## src/rtl/modexp_arbiter_if.sv

```systemverilog
// Requester-side and engine-side signal bundle for the modular-exponent arbiter.
// The master modport is the arbiter; the slave modport is the requesters plus engine.
interface modexp_arbiter_if #(
   parameter int WIDTH = 16,
   parameter int N_REQ = 4
);
   logic [N_REQ-1:0]            req_in;
   logic [N_REQ-1:0][WIDTH-1:0] req_value_in;
   logic [N_REQ-1:0][WIDTH-1:0] req_modulus_in;
   logic [N_REQ-1:0][WIDTH-1:0] req_exponent_in;
   logic [N_REQ-1:0]            grant_out;
   logic [N_REQ-1:0]            done_out;
   logic                        error_out;
   logic [WIDTH-1:0]            result_out;
   logic                        busy_out;
   logic                        eng_ready_out;
   logic [WIDTH-1:0]            eng_value_out;
   logic [WIDTH-1:0]            eng_modulus_out;
   logic [WIDTH-1:0]            eng_exponent_out;
   logic                        eng_busy_in;
   logic                        eng_valid_in;
   logic [WIDTH-1:0]            eng_value_in;

   modport master (
      input  req_in, req_value_in, req_modulus_in, req_exponent_in,
      input  eng_busy_in, eng_valid_in, eng_value_in,
      output grant_out, done_out, error_out, result_out, busy_out,
      output eng_ready_out, eng_value_out, eng_modulus_out, eng_exponent_out
   );

   modport slave (
      output req_in, req_value_in, req_modulus_in, req_exponent_in,
      output eng_busy_in, eng_valid_in, eng_value_in,
      input  grant_out, done_out, error_out, result_out, busy_out,
      input  eng_ready_out, eng_value_out, eng_modulus_out, eng_exponent_out
   );
endinterface

```

## src/rtl/modexp_arbiter.sv

```systemverilog
// Round-robin arbiter sharing one modular-exponent engine among N_REQ requesters,
// with a bounded wait that aborts an operation when the engine never answers.
module modexp_arbiter_checker #(
   parameter int N_REQ = 4
) (
   input logic             clk_in,
   input logic             rst_in,
   input logic [N_REQ-1:0] grant,
   input logic [N_REQ-1:0] done,
   input logic             error,
   input logic             ready,
   input logic             busy
);
   a_grant_onehot: assert property (@(posedge clk_in) disable iff (rst_in) $onehot0(grant));
   a_done_onehot:  assert property (@(posedge clk_in) disable iff (rst_in) $onehot0(done));
   a_error_done:   assert property (@(posedge clk_in) disable iff (rst_in) error |-> (|done));
   a_ready_busy:   assert property (@(posedge clk_in) disable iff (rst_in) ready |-> busy);
   a_ready_grant:  assert property (@(posedge clk_in) disable iff (rst_in) ready |-> (|grant));
endmodule

module modexp_arbiter #(
   parameter int WIDTH   = 16,
   parameter int N_REQ   = 4,
   parameter int TIMEOUT = 4096
) (
   input logic              clk_in,
   input logic              rst_in,
   modexp_arbiter_if.master bus
);
   localparam int               PTR_W    = $clog2(N_REQ);
   localparam int               CNT_W    = $clog2(TIMEOUT) + 1;
   localparam logic [CNT_W-1:0] CNT_LAST = CNT_W'(TIMEOUT - 1);
   localparam logic [CNT_W-1:0] CNT_ONE  = {{(CNT_W-1){1'b0}}, 1'b1};
   localparam logic [CNT_W-1:0] CNT_ZERO = {CNT_W{1'b0}};
   localparam logic [PTR_W-1:0] PTR_INIT = PTR_W'(N_REQ - 1);
   localparam logic [PTR_W:0]   N_WRAP   = (PTR_W + 1)'(N_REQ);
   localparam logic [N_REQ-1:0] REQ_ZERO = {N_REQ{1'b0}};
   localparam logic [N_REQ-1:0] REQ_ONE  = {{(N_REQ-1){1'b0}}, 1'b1};
   localparam logic [WIDTH-1:0] W_ZERO   = {WIDTH{1'b0}};

   typedef enum logic [1:0] {
      ST_IDLE  = 2'd0,
      ST_ISSUE = 2'd1,
      ST_WAIT  = 2'd2,
      ST_DRAIN = 2'd3
   } state_t;

   state_t           state_r;
   state_t           state_s;
   logic [PTR_W-1:0] ptr_r;
   logic [PTR_W-1:0] winner_s;
   logic             found_s;
   logic             launch_s;
   logic             complete_s;
   logic             expire_s;
   logic [CNT_W-1:0] cnt_r;
   logic [N_REQ-1:0] grant_r;
   logic [N_REQ-1:0] done_r;
   logic             error_r;
   logic             busy_r;
   logic             eng_ready_r;
   logic [WIDTH-1:0] result_r;
   logic [WIDTH-1:0] eng_value_r;
   logic [WIDTH-1:0] eng_modulus_r;
   logic [WIDTH-1:0] eng_exponent_r;

   // Round-robin pick: scanning from the farthest offset down lets the nearest requester after ptr_r win
   always_comb begin
      logic [PTR_W:0]   sum;
      logic [PTR_W-1:0] idx;
      sum      = {(PTR_W + 1){1'b0}};
      idx      = {PTR_W{1'b0}};
      winner_s = ptr_r;
      found_s  = 1'b0;
      for (int off = N_REQ; off >= 1; off--) begin
         sum      = {1'b0, ptr_r} + (PTR_W + 1)'(off);
         idx      = (sum >= N_WRAP) ? PTR_W'(sum - N_WRAP) : sum[PTR_W-1:0];
         winner_s = bus.req_in[idx] ? idx : winner_s;
         found_s  = found_s | bus.req_in[idx];
      end
   end

   // Next-state decode and the three transaction events
   always_comb begin
      state_s    = state_r;
      launch_s   = 1'b0;
      complete_s = 1'b0;
      expire_s   = 1'b0;
      case (state_r)
         ST_IDLE: begin
            if (found_s && !bus.eng_busy_in) begin
               launch_s = 1'b1;
               state_s  = ST_ISSUE;
            end else begin
               state_s  = ST_IDLE;
            end
         end
         ST_ISSUE: state_s = ST_WAIT;
         ST_WAIT: begin
            // A result arriving on the last allowed cycle still counts as a success
            if (bus.eng_valid_in) begin
               complete_s = 1'b1;
               state_s    = ST_IDLE;
            end else if (cnt_r >= CNT_LAST) begin
               expire_s   = 1'b1;
               state_s    = ST_DRAIN;
            end else begin
               state_s    = ST_WAIT;
            end
         end
         ST_DRAIN: begin
            if (!bus.eng_busy_in && !bus.eng_valid_in) begin
               state_s = ST_IDLE;
            end else begin
               state_s = ST_DRAIN;
            end
         end
         default: state_s = ST_IDLE;
      endcase
   end

   // State register, round-robin pointer and wait counter
   always_ff @(posedge clk_in or posedge rst_in) begin
      if (rst_in) begin
         state_r <= ST_IDLE;
         ptr_r   <= PTR_INIT;
         cnt_r   <= CNT_ZERO;
      end else begin
         state_r <= state_s;
         if (launch_s) begin
            ptr_r <= winner_s;
         end
         if (state_r == ST_ISSUE) begin
            cnt_r <= CNT_ZERO;
         end else if (state_r == ST_WAIT && !bus.eng_valid_in && !expire_s) begin
            cnt_r <= cnt_r + CNT_ONE;
         end
      end
   end

   // Requester-facing outputs
   always_ff @(posedge clk_in or posedge rst_in) begin
      if (rst_in) begin
         grant_r  <= REQ_ZERO;
         done_r   <= REQ_ZERO;
         error_r  <= 1'b0;
         result_r <= W_ZERO;
         busy_r   <= 1'b0;
      end else begin
         busy_r  <= (state_s != ST_IDLE);
         error_r <= expire_s;
         done_r  <= (complete_s || expire_s) ? grant_r : REQ_ZERO;
         if (launch_s) begin
            grant_r <= REQ_ONE << winner_s;
         end else if (complete_s || expire_s) begin
            grant_r <= REQ_ZERO;
         end
         if (complete_s) begin
            result_r <= bus.eng_value_in;
         end else if (expire_s) begin
            result_r <= W_ZERO;
         end
      end
   end

   // Engine-facing outputs; operands are captured only at grant time
   always_ff @(posedge clk_in or posedge rst_in) begin
      if (rst_in) begin
         eng_ready_r    <= 1'b0;
         eng_value_r    <= W_ZERO;
         eng_modulus_r  <= W_ZERO;
         eng_exponent_r <= W_ZERO;
      end else begin
         eng_ready_r <= (state_r == ST_ISSUE);
         if (launch_s) begin
            eng_value_r    <= bus.req_value_in[winner_s];
            eng_modulus_r  <= bus.req_modulus_in[winner_s];
            eng_exponent_r <= bus.req_exponent_in[winner_s];
         end
      end
   end

   assign bus.grant_out        = grant_r;
   assign bus.done_out         = done_r;
   assign bus.error_out        = error_r;
   assign bus.result_out       = result_r;
   assign bus.busy_out         = busy_r;
   assign bus.eng_ready_out    = eng_ready_r;
   assign bus.eng_value_out    = eng_value_r;
   assign bus.eng_modulus_out  = eng_modulus_r;
   assign bus.eng_exponent_out = eng_exponent_r;

   modexp_arbiter_checker #(.N_REQ(N_REQ)) u_chk (
      .clk_in (clk_in),
      .rst_in (rst_in),
      .grant  (grant_r),
      .done   (done_r),
      .error  (error_r),
      .ready  (eng_ready_r),
      .busy   (busy_r)
   );
endmodule

```

## src/flat_wrapper.sv

```systemverilog
// flat-port wrapper written by rule: the top's interface ports become plain ports
module modexp_arbiter_flat 
#(
   parameter int WIDTH   = 16,
   parameter int N_REQ   = 4,
   parameter int TIMEOUT = 4096
)
  (clk_in, rst_in, bus_req_in, bus_req_value_in, bus_req_modulus_in, bus_req_exponent_in, bus_eng_busy_in, bus_eng_valid_in, bus_eng_value_in, bus_grant_out, bus_done_out, bus_error_out, bus_result_out, bus_busy_out, bus_eng_ready_out, bus_eng_value_out, bus_eng_modulus_out, bus_eng_exponent_out);
  modexp_arbiter_if #(.WIDTH(WIDTH), .N_REQ(N_REQ)) bus_i ();
  input logic clk_in;
  input logic rst_in;
  input wire logic [$bits(bus_i.req_in)-1:0] bus_req_in;
  input wire logic [$bits(bus_i.req_value_in)-1:0] bus_req_value_in;
  input wire logic [$bits(bus_i.req_modulus_in)-1:0] bus_req_modulus_in;
  input wire logic [$bits(bus_i.req_exponent_in)-1:0] bus_req_exponent_in;
  input wire logic [$bits(bus_i.eng_busy_in)-1:0] bus_eng_busy_in;
  input wire logic [$bits(bus_i.eng_valid_in)-1:0] bus_eng_valid_in;
  input wire logic [$bits(bus_i.eng_value_in)-1:0] bus_eng_value_in;
  output wire logic [$bits(bus_i.grant_out)-1:0] bus_grant_out;
  output wire logic [$bits(bus_i.done_out)-1:0] bus_done_out;
  output wire logic [$bits(bus_i.error_out)-1:0] bus_error_out;
  output wire logic [$bits(bus_i.result_out)-1:0] bus_result_out;
  output wire logic [$bits(bus_i.busy_out)-1:0] bus_busy_out;
  output wire logic [$bits(bus_i.eng_ready_out)-1:0] bus_eng_ready_out;
  output wire logic [$bits(bus_i.eng_value_out)-1:0] bus_eng_value_out;
  output wire logic [$bits(bus_i.eng_modulus_out)-1:0] bus_eng_modulus_out;
  output wire logic [$bits(bus_i.eng_exponent_out)-1:0] bus_eng_exponent_out;
  assign bus_i.req_in = bus_req_in;
  assign bus_i.req_value_in = bus_req_value_in;
  assign bus_i.req_modulus_in = bus_req_modulus_in;
  assign bus_i.req_exponent_in = bus_req_exponent_in;
  assign bus_i.eng_busy_in = bus_eng_busy_in;
  assign bus_i.eng_valid_in = bus_eng_valid_in;
  assign bus_i.eng_value_in = bus_eng_value_in;
  assign bus_grant_out = bus_i.grant_out;
  assign bus_done_out = bus_i.done_out;
  assign bus_error_out = bus_i.error_out;
  assign bus_result_out = bus_i.result_out;
  assign bus_busy_out = bus_i.busy_out;
  assign bus_eng_ready_out = bus_i.eng_ready_out;
  assign bus_eng_value_out = bus_i.eng_value_out;
  assign bus_eng_modulus_out = bus_i.eng_modulus_out;
  assign bus_eng_exponent_out = bus_i.eng_exponent_out;
  modexp_arbiter #(.WIDTH(WIDTH), .N_REQ(N_REQ), .TIMEOUT(TIMEOUT)) u_core (.clk_in(clk_in), .rst_in(rst_in), .bus(bus_i));
endmodule
```

## config.mk

```make
export PLATFORM = sky130hd
export DESIGN_NAME = modexp_arbiter_flat
export DESIGN_NICKNAME = d
export VERILOG_FILES = /design/src/rtl/modexp_arbiter_if.sv /design/src/rtl/modexp_arbiter.sv /design/src/flat_wrapper.sv
export SDC_FILE = /design/constraint.sdc
export NUM_CORES = 1
export LEC_CHECK = 0
export ABC_AREA = 1
export BUFFER_PORTS_ARGS = -buffer_cell sky130_fd_sc_hd__buf_2
export CELL_PAD_IN_SITES_DETAIL_PLACEMENT = 1
export CELL_PAD_IN_SITES_GLOBAL_PLACEMENT = 1
export CORE_AREA = 2 2 136 138
export DETAILED_ROUTE_END_ITERATION = 10
export DIE_AREA = 0 0 138 140
export HOLD_SLACK_MARGIN = 0.03
export PLACE_DENSITY = 0.86
export SLEW_MARGIN = 30
export SYNTH_ARGS = -nofsm -noshare
export SYNTH_HDL_FRONTEND = slang
export SYNTH_SLANG_ARGS = --single-unit
```

## constraint.sdc

```tcl
create_clock -name clk_in -period 5.4 [get_ports clk_in]
set_input_delay 0.27 -clock clk_in [delete_from_list [all_inputs] [get_ports clk_in]]
set_output_delay 0.27 -clock clk_in [all_outputs]
set_load 0.02 [all_outputs]
```

==> implementation parameters <==
Parameter                              Value

STA
  Count of endpoints failing hold in the final timing report ... 0
  RSZ-0062 raised after global routing ... no
  Final Slew Violations ... 0
  Max-Slew Margin vs Limit ... around 49%
  Setup-violating endpoint count in the final report ... 0
  Accumulated negative setup slack ... 0 ns
  Share of the clock period used by the worst path after layout ... between 50% and 60%
  Final setup skew ... between 0.009 and 0.01 ns
  Transition time at the pin with the least slew margin ... a little under 0.8 ns
  Maximum clock rate ... approximately 310 MHz
  Final Worst Setup Slack ... 2.221 ns
  Final worst hold slack ... roughly 0.16 ns
  Post-layout min period ... approximately 3.2 ns

Die
  Count of standard-cell rows ... 49
  I/O pin cnt ... ~290
  Die outline area ... 19,320 um^2
  Width of the die ... 138 um
  Initial cell density of the core ... 32.40%
  Y dimension of the die ... between 100 and 150 um
  Total core area ... approximately 18,000 um^2

Routing
  Average via count per standard cell ... 4.836
  Count of unresolved DRC violations after routing ... 0
  Via total after detailed routing ... about 6,700
  Routed wire length per instance ... between 15 and 20 um
  Number of nets with antenna violations after detailed routing ... 0
  Pre-Repair DR Iteration Count ... 4
  Drt initial violations ... around 280
  Total wire length ... ~22 mm

Clock network
  CTS tree ... yes
  Clock latency of the later-clocked register in the worst-skew pair ... between 0.3 and 0.4 ns
  Clock buffers created by TritonCTS ... 9
  Buffer type at the clock tree root ... sky130_fd_sc_hd__clkbuf_16
  Maximum count of clock buffers along a single path ... 2
  Number of buffers inserted by hold repair at cts ... 1
  Post-cts sizing count ... 0
  Total setup buffers inserted after CTS ... 0
  Total number of H-tree levels ... 3
  Sink count of the clock tree ... slightly above 90
  Clock-pin slew of the registers on the worst-case setup and hold paths ... approximately 0.070 ns

Synthesis
  Cell count after synthesis ... 896
  Cell types occupying the most area after synthesis ... sky130_fd_sc_hd__dfrtp_1, sky130_fd_sc_hd__nand2_1, sky130_fd_sc_hd__nand3_1
  Synth Area per Inst ... ~6.4 um^2
  Total of warnings raised by yosys ... 0
  Netlist Area Pre-Place ... around 5800 um^2
  Unique masters post-synth ... 29
  Top cell type's share of synthesized area ... 39.10%
  Net count of the mapped netlist ... 1,113
  Post-synthesis register bit count ... between 90 and 100
  Largest area contributor in the netlist ... sky130_fd_sc_hd__dfrtp_1
  Share of the yosys chip area belonging to registers ... 40.01%

Critical path
  Most numerous cell on the critical path ... sky130_fd_sc_hd__nand2_1
  Data required time at the worst endpoint ... around 5.6 ns
  Cell with the largest stage delay on the worst path ... sky130_fd_sc_hd__clkinv_2
  CP Data Arrival Time ... 3.41 ns
  Crit-path cells ... inv_4 -> nand2_1 -> nand2_1 -> nand2_1 -> nand2_2 -> o21ai_4 -> buf_4 -> clkinv_2 -> nand2_1 -> nand2_1 -> nand2_1 -> nand2_1
  Stage delay of the slowest cell on the critical path ... 0.76 ns
  Kind of start point of the critical path ... register
  Startpoint-to-endpoint class of the critical path ... register to register
  Worst-path maximum fanout ... roughly 50
  Largest delay share family, worst path ... buffers and inverters
  Setup crit end kind ... register
  Buffer and inverter count on the worst path ... 3

Global routing
  Vias in the first global route ... ~7,000
  Pin count of the biggest net entering global routing ... 100
  First-pass GRT wire length ... around 35 mm
  Antenna violations before repair ... 1
  Congestion Overflow GR ... 0
  Global-route total usage across every layer ... between 20 and 25%

Power and ir drop
  Overall power after layout ... around 5.6 mW
  Maximum vdd ir drop ... between 0.4 and 0.5 mV
  Total power density per cell area ... 729.7 nW/um^2
  Cell leakage power ... 4.652 nW

Placement
  Final weighted congestion of routability-driven global placement ... 0.8416
  Placed cell areas ... between 7000 and 8000 um^2
  Half-perimeter wire length after placement ... 15.52 mm
  Port Buffers ... between 200 and 300
  Cells after DPL ... between 1,000 and 1,500
  Post-placement worst setup slack ... 2.412 ns

Flow run
  Max-Cap Viols ... 0

Cells and area
  Final standard cell area without fillers ... between 7000 and 8000 um^2
  Layout cells sized above 1 ... between 20% and 30%
  Area added between synthesis and finish ... 32.32%
  Commonest cells after routing, fill and taps aside ... sky130_fd_sc_hd__nand2_1, sky130_fd_sc_hd__buf_2, sky130_fd_sc_hd__nand3_1
  Final Util ... a little over two fifths
  Count of antenna diodes in the layout ... 0
  Non-filler cells, final ... roughly 1,400
  Net count of the finished layout ... about 1,400
  Most common cell after layout, fill and taps aside ... sky130_fd_sc_hd__nand2_1
  Fill cells ... roughly 2,400

Status
  Result of the run ... finished, final reports clean

Min path
  Hold/Removal Path Class ... input pin to register
==> where the power goes <==
group          internal, mW  leakage [nW]  switching [mW]
logic                  1.12          3.31            2.64
clock network         0.421         0.161           0.276
registers             0.960          1.18           0.149
==> metal layers <==
layer / routed length (um) / share of wire, % / vias to the layer above / track usage (%)
met5: 0 / 0 / - / 0
met4: 430 / 2.0 / 0 / 6.337
met3: 1223 / 5.6 / 26 / 4.581
met2: 11070 / 51 / 200 / 40.41
met1: 8935 / 41 / 3138 / 26.23
li1: - / - / 3320 / -
==> kinds of logic after synthesis <==
logic type                 count (synthesis)  share of synthesized area, %
and+or+nand+nor                          670                         46.94
DFF                                       92                         40.01
AOI/OAI and AO/OA                         42                         5.061
buffers and inverters                     86                         7.016
xor gates and xnor gates                   5                        0.7603
adders and majority gates                  1                        0.2172
==> synth_stat cells (all sizes together) <==
master    n
o31ai     5
buf      43
xnor2     3
nor3      3
nor2     27
a21oi     6
o22ai     2
ha        1
o21ai    12
nand4     4
nand2   524
dfrtp    90
clkbuf   13
a22o     16
dfstp     2
xor2      2
inv      30
a21boi    1
nand3   112
==> worst paths after layout <==
kind                                                  from                         endpoint  slack, ns  depth (start not counted)
max                                        u_core.ptr_r[0]  u_core.bus.eng_exponent_out[13]       2.22                         12
min                                   bus_eng_value_in[15]        u_core.bus.result_out[15]       0.16                          2
max reg2reg                                u_core.ptr_r[0]  u_core.bus.eng_exponent_out[13]       2.22                         12
min reg2reg                u_core.bus.eng_exponent_out[13]  u_core.bus.eng_exponent_out[13]       0.48                          2
max in group asynchronous                           rst_in        u_core.bus.result_out[11]       3.78                          4
min in group asynchronous                           rst_in              u_core.bus.busy_out       0.54                          3
==> state kept, by name (all words and copies together) (netlist names) <==
register and flops:
u_core.bus.eng_exponent_out 16, u_core.bus.eng_ready_out 1, u_core.bus.error_out 1, u_core.bus.eng_value_out 16, u_core.cnt_r 13, u_core.bus.done_out 4
u_core.state_r 2, u_core.bus.busy_out 1, u_core.bus.eng_modulus_out 16, u_core.ptr_r 2, u_core.bus.result_out 16, u_core.bus.grant_out 4
==> worst reg2reg max path, cell delays in order (launching register included) <==
cell	delay (ns)
sky130_fd_sc_hd__dfstp_2	0.66
sky130_fd_sc_hd__inv_4	0.09
sky130_fd_sc_hd__nand2_1	0.07
sky130_fd_sc_hd__nand2_1	0.06
sky130_fd_sc_hd__nand2_1	0.14
sky130_fd_sc_hd__nand2_2	0.10
sky130_fd_sc_hd__o21ai_4	0.15
sky130_fd_sc_hd__buf_4	0.49
sky130_fd_sc_hd__clkinv_2	0.77
sky130_fd_sc_hd__nand2_1	0.34
sky130_fd_sc_hd__nand2_1	0.08
sky130_fd_sc_hd__nand2_1	0.06
sky130_fd_sc_hd__nand2_1	0.06
==> cell type report <==
type | count | area, um^2 | share of cell area (%)
multi-input combinational | 718 | 3070 | 40.28
sequential | 92 | 2305 | 30.24
timing repair buffer | 297 | 1514 | 19.86
tap | 229 | 286.5 | 3.759
clock buffer | 11 | 242.7 | 3.185
inverter | 30 | 121.4 | 1.592
clock inverter | 5 | 82.58 | 1.083
(Power assumes the default switching activity.)
